<file path="config.mk">
export PLATFORM = sky130hd
export DESIGN_NAME = mac_accum_n
export DESIGN_NICKNAME = d
export VERILOG_FILES = /design/src/rtl/mac_pkg.sv /design/src/rtl/mac_round_sat.sv /design/src/rtl/mac_accum_n.sv
export SDC_FILE = /design/constraint.sdc
export NUM_CORES = 1
export LEC_CHECK = 0
export ABC_AREA = 1
export BUFFER_PORTS_ARGS = -buffer_cell sky130_fd_sc_hd__buf_4
export CAP_MARGIN = 40
export CORE_MARGIN = 10
export CORE_UTILIZATION = 50
export CTS_CLUSTER_SIZE = 40
export DETAILED_ROUTE_END_ITERATION = 8
export HOLD_SLACK_MARGIN = 0.1
export PLACE_DENSITY = 0.77
export SYNTH_ARGS = -nofsm -noshare
export SYNTH_HDL_FRONTEND = slang
export SYNTH_SLANG_ARGS = --single-unit
</file>
<file path="constraint.sdc">
create_clock -name clk -period 3.94 [get_ports clk]
set_clock_uncertainty 0.05 [all_clocks]
set_input_delay 0.591 -clock clk [delete_from_list [all_inputs] [get_ports clk]]
set_output_delay 0.591 -clock clk [all_outputs]
set_load 0.05 [all_outputs]
</file>
<file path="src/rtl/mac_pkg.sv">
// Shared defaults and helpers for the multiply-accumulate datapath.
package mac_pkg;

    localparam int DEF_DATA_W   = 16;
    localparam int DEF_WEIGHT_W = 16;
    localparam int DEF_TAPS     = 8;
    localparam int DEF_ACC_W    = 40;
    localparam int DEF_OUT_W    = 16;
    localparam int DEF_SHIFT    = 0;

    // Bits needed to index 0..value-1.
    function automatic int clog2(input int value);
        int w;
        w = 0;
        for (int i = 0; i < 31; i++) begin
            if ((1 << i) < value) begin
                w = i + 1;
            end
        end
        return w;
    endfunction

endpackage

</file>
<file path="src/rtl/mac_round_sat.sv">
// Round-half-up arithmetic right shift followed by signed saturation to OUT_W.
module mac_round_sat #(
    parameter int ACC_W = 40,
    parameter int OUT_W = 16,
    parameter int SHIFT = 0
) (
    input  logic [ACC_W-1:0] sum,
    output logic [OUT_W-1:0] result,
    output logic             sat
);

    // One guard bit so adding the rounding constant can never overflow.
    localparam int EXT_W = ACC_W + 1;

    logic signed [EXT_W-1:0]     sum_ext;
    logic signed [EXT_W-1:0]     rnd;
    logic        [EXT_W-OUT_W:0] upper;

    assign sum_ext = EXT_W'($signed(sum));

    generate
        if (SHIFT > 0) begin : g_round
            localparam logic signed [EXT_W-1:0] HALF = EXT_W'(1) << (SHIFT - 1);
            assign rnd = (sum_ext + HALF) >>> SHIFT;
        end else begin : g_pass
            assign rnd = sum_ext;
        end
    endgenerate

    // Fits in OUT_W only when every bit from the OUT_W sign bit upward agrees.
    assign upper = rnd[EXT_W-1:OUT_W-1];
    assign sat   = !((&upper) || !(|upper));

    always_comb begin
        result = rnd[OUT_W-1:0];
        if (sat) begin
            result = rnd[EXT_W-1] ? {1'b1, {(OUT_W-1){1'b0}}} : {1'b0, {(OUT_W-1){1'b1}}};
        end
    end

endmodule

</file>
<file path="src/rtl/mac_accum_n.sv">
// TAPS-deep signed multiply-accumulate: product stage, accumulate stage, then a
// rounded/saturated output register with valid/ready handshakes on both sides.
module mac_accum_n
    import mac_pkg::*;
#(
    parameter int DATA_W   = DEF_DATA_W,
    parameter int WEIGHT_W = DEF_WEIGHT_W,
    parameter int TAPS     = DEF_TAPS,
    parameter int ACC_W    = DEF_ACC_W,
    parameter int OUT_W    = DEF_OUT_W,
    parameter int SHIFT    = DEF_SHIFT
) (
    input  logic                clk,
    input  logic                rst,
    input  logic                clear,
    input  logic                in_valid,
    output logic                in_ready,
    input  logic [DATA_W-1:0]   data,
    input  logic [WEIGHT_W-1:0] weight,
    output logic                out_valid,
    input  logic                out_ready,
    output logic [OUT_W-1:0]    result,
    output logic                sat
);

    localparam int PROD_W = DATA_W + WEIGHT_W;
    localparam int CNT_W  = clog2(TAPS);
    localparam logic [CNT_W-1:0] LAST_TAP = CNT_W'(TAPS - 1);

    logic                     stall;
    logic                     accept;
    logic [CNT_W-1:0]         tap_cnt;
    logic signed [PROD_W-1:0] prod_c;
    logic signed [PROD_W-1:0] s1_prod;
    logic                     s1_valid;
    logic                     s1_first;
    logic                     s1_last;
    logic signed [ACC_W-1:0]  prod_ext;
    logic signed [ACC_W-1:0]  acc;
    logic                     s2_done;
    logic [OUT_W-1:0]         rs_result;
    logic                     rs_sat;

    // A held, unconsumed result freezes the whole pipeline.
    assign stall    = out_valid && !out_ready;
    assign in_ready = !rst && !stall;
    assign accept   = in_valid && in_ready && !clear;

    assign prod_c   = PROD_W'($signed(data)) * PROD_W'($signed(weight));
    assign prod_ext = ACC_W'(s1_prod);

    always_ff @(posedge clk or posedge rst) begin
        if (rst) begin
            tap_cnt <= '0;
        end else if (clear) begin
            tap_cnt <= '0;
        end else if (accept) begin
            tap_cnt <= (tap_cnt == LAST_TAP) ? '0 : tap_cnt + 1'b1;
        end
    end

    always_ff @(posedge clk or posedge rst) begin
        if (rst) begin
            s1_valid <= 1'b0;
            s1_first <= 1'b0;
            s1_last  <= 1'b0;
            s1_prod  <= '0;
        end else if (clear) begin
            s1_valid <= 1'b0;
        end else if (!stall) begin
            s1_valid <= accept;
            s1_first <= (tap_cnt == '0);
            s1_last  <= (tap_cnt == LAST_TAP);
            s1_prod  <= prod_c;
        end
    end

    // The first tap loads rather than adds, so no flush cycle is needed between vectors.
    always_ff @(posedge clk or posedge rst) begin
        if (rst) begin
            acc     <= '0;
            s2_done <= 1'b0;
        end else if (clear) begin
            s2_done <= 1'b0;
        end else if (!stall) begin
            s2_done <= s1_valid && s1_last;
            if (s1_valid) begin
                acc <= s1_first ? prod_ext : acc + prod_ext;
            end
        end
    end

    mac_round_sat #(
        .ACC_W (ACC_W),
        .OUT_W (OUT_W),
        .SHIFT (SHIFT)
    ) u_round_sat (
        .sum    (acc),
        .result (rs_result),
        .sat    (rs_sat)
    );

    always_ff @(posedge clk or posedge rst) begin
        if (rst) begin
            out_valid <= 1'b0;
            result    <= '0;
            sat       <= 1'b0;
        end else if (clear) begin
            out_valid <= 1'b0;
        end else if (!stall) begin
            out_valid <= s2_done;
            if (s2_done) begin
                result <= rs_result;
                sat    <= rs_sat;
            end
        end
    end

endmodule

</file>
==> metrics.md <==
| Metric | Value |
|---|---|
| Largest net degree at the start of global routing | 69 |
| Layout cells sized above 1 | approximately a quarter |
| Top cell by count, worst path | fa_1 |
| Post-synth cell types | 49 |
| Final Cycle Share | 135% |
| CTS buffer count | 9 |
| Most frequent cell after synthesis | nand2_1 |
| Total number of vias | around 17000 |
| Fmax | around 190 MHz |
| Final setup vio count | 26 |
| Post-synth top cells | nand2_1, inv_1, fa_1, nor2_1, ha_1 |
| Antenna cells | 0 |
| H-tree depth | 3 |
| DR vias/cell | around 5.3 |
| Kind of critical path | input port to flip-flop |
| Hold Vio Cnt, Final | 0 |
| Post-synth EDFFs | 0 |
| Synth Net Count | a little under 3000 |
| Drt drc | 0 |
| DR WL met2 | roughly 26000 µm |
| FP Rows | about 70 |
| WL per Instance | approximately 17 µm |
| Post-Syn Instances | 2482 |
| Fin nets | between 3000 and 4000 |
| Setup crit start | weight[15] |
| Post-synthesis sequential area ratio | a little over an eighth |
| Critical Path RT | between 4 and 5 ns |
| Drt total wl | around 53000 µm |
| Setup ws final | -1.39 ns |
| Initial antenna violation count | 0 |
| Final-report max-slew violation count | 0 |
| Crit start category | input port |
| Crit path arrival time | about 5.6 ns |
| Top post-synthesis cells by area | fa_1, nand2_1, dfrtp_1, inv_1, ha_1 |
| CTS root buf | clkbuf_16 |
| Worst-path cell chain | buf_8 -> inv_8 -> buf_12 -> or2_4 -> fa_1 -> fa_1 -> inv_1 -> fa_2 -> fa_2 -> fa_1 -> inv_1 -> fa_1 -> inv_2 -> ha_4 -> nand2_4 -> inv_4 -> nand2_4 -> buf_6 -> nor3_4 -> nand3_1 -> nand3_2 -> or2_1 -> nand3_2 -> o21ai_2 |
| Stages on the worst setup path | 24 |
| HP Class | flip-flop to flip-flop |
| Top-area cell type share of the netlist area | between 20% and 30% |
| Reg2reg setup slack | ~1.2 ns |
| CTS tree | done |
| GP Congestion | roughly 0.96 |
| Met1 Wirelength | ~23000 µm |
| Synth warn | 0 |
| Clk sinks | 97 |
| I/O pin cnt | between 50 and 60 |
| Crit path max-delay family | adder cells |
| Cell total after placement | 3073 |
| Area leader, netlist | fa_1 |
| Minimum clock period after layout | approximately 5.3 ns |
| R2R Path End | acc[20] |
| Seq cells post-synth | 97 |
| Global-route wire length before repair | approximately 88000 µm |
| RSZ-0062 raised after global routing | yes |
| Setup TNS Final | -27.73 ns |
| Register area | between 0.002 and 0.0025 mm² |
| GRT Util Overall | between 20% and 30% |
| Critical Path Max Stage Delay | approximately 0.53 ns |
| CP bufs+invs | 8 |
| Filler cells | around 2900 |
| Multi-input gate area | between 0.01 and 0.015 mm² |
| Area grow syn2layout | 26.2% |
| FF-to-FF path depth | 14 |
| Status | finished, violations left |
| Failing checks | negative setup slack |
| Final ANT Viol Nets | 0 |
| Hpwl dp | roughly 42000 µm |
| Grt total ovfl | 0 |
| MaxCap Viol Count | 0 |
| DIE HEIGHT | 209 µm |
| Longest Clk Path Bufs | 2 |
| Reg2Reg Launch Point | acc[0] |
| CP max-delay cell | fa_2 |
| CP Capture Point | s1_prod[24] |
| Ys async rst share | 100% |
| Uppermost layer routed | met4 |
| Core Footprint | ~0.035 mm² |
| Worst-Skew Late Latency | ~0.36 ns |
| Ys flop type | dfrtp_1 |
| WL met3 | between 3000 and 4000 µm |
| Fin cells | 3143 |
| Syn Std Cell Area | approximately 0.018 mm² |
| Post-Syn Area per Cell | about 7 µm² |
| Horizontal die dimension | around 210 µm |
| Dpl ws | -1.90 ns |
| CP endpoint kind | flip-flop |
| IO buf count | 55 |
| Worst-path fanout max | 5 |
| Initial Util | 50.5% |
| Drt first-iter violations | between 1000 and 1500 |
| Die Area | roughly 0.044 mm² |
| TritonRoute pass-1 iters | 5 |
| Clock transition at path regs | 0.08 ns |
| Vias in the first global route | between 15000 and 20000 |
| Max-slew headroom | ~46% |
| Slew @ Worst Pin | about 0.8 ns |
==> worst min-delay path: cells and delay by family (launching register included) <==
kind               cells  cell delay, ns
AOI/OAI and AO/OA      1            0.06
and+or+nand+nor        1            0.06
DFF                    1            0.36
==> cells by family after synthesis <==
kind of cell	synth area share, %
and+or+nand+nor	23.0
buffers and inverters	15.0
adders and majority gates	38.1
AOI/OAI and AO/OA	8.79
DFF	13.6
xor gates and xnor gates	1.47
==> stage by stage <==
stage	instance area [µm²]	hold WS (ns)	utilization (%)
2_1_floorplan	18900	0.403	-
3_3_place_gp	20400	0.424	57.5
3_5_place_dp	20400	0.433	57.6
4_1_cts	22100	0.456	62.6
5_1_grt	22600	0.485	63.8
6_report	22600	0.456	63.8
==> cells in the final DEF (no fill, tap or decap), types with 17 or more instances in the layout <==
cell type | synthesis | layout
buf_4 | 0 | 182
a21oi_4 | 0 | 17
nand2_4 | 2 | 31
inv_2 | 8 | 67
a21oi_1 | 100 | 72
xor2_1 | 19 | 18
buf_12 | 0 | 17
nand2_1 | 661 | 592
nor2_4 | 1 | 18
nor2_1 | 135 | 110
nand2_2 | 7 | 45
inv_1 | 616 | 547
fa_2 | 0 | 19
fa_1 | 263 | 244
dfrtp_1 | 97 | 97
buf_6 | 2 | 54
nand3_1 | 96 | 80
ha_4 | 0 | 30
o21ai_0 | 74 | 53
nand4_1 | 30 | 30
ha_1 | 124 | 91
nor2_2 | 14 | 22
o21ai_1 | 17 | 27
==> worst min path at each step <==
stage	start	end	slack, ns	depth (start not counted)
final	sat	sat	0.46	2
after global routing	sat	sat	0.48	2
after CTS	s1_last	s1_last	0.46	2
after detailed placement	rst	tap_cnt[2]	0.43	2
after global placement	sat	sat	0.42	2
after floorplan	s1_last	s1_last	0.40	2
==> sequential cells by signal, summed over array words and instances (netlist names) <==
register and flops:
acc 40, s1_last 1, sat 1, tap_cnt 3, result 16, s1_first 1, s2_done 1, s1_valid 1
out_valid 1, s1_prod 32
==> per-layer routing <==
| metal | vias to the layer above | track usage, % |
|---|---|---|
| met5 | - | 0 |
| met4 | 0 | 5.85 |
| met3 | 101 | 3.07 |
| met2 | 551 | 42.0 |
| met1 | 8118 | 31.5 |
| li1 | 7802 | - |
==> area by class of cell <==
type,count,share of cell area [%]
Sequential cell,97,10.7
Inverter,627,10.6
Multi-Input combinational cell,1674,63.1
Clock inverter,7,0.393
Tap cell,461,2.55
Timing Repair Buffer,268,11.7
Clock buffer,9,0.997
==> timing repair <==
action                                 4_1_cts  5_1_grt
pin swaps                                  117       70
buffers inserted                            34       17
setup endpoints to repair                   26       26
hold buffers                                 1        0
gates resized for setup                    290       79
endpoints found under the hold margin        3        0
cloned                                       4        2
Power is not shown: default switching activity piles up to over one toggle a cycle in this logic, so the estimate is an artifact.
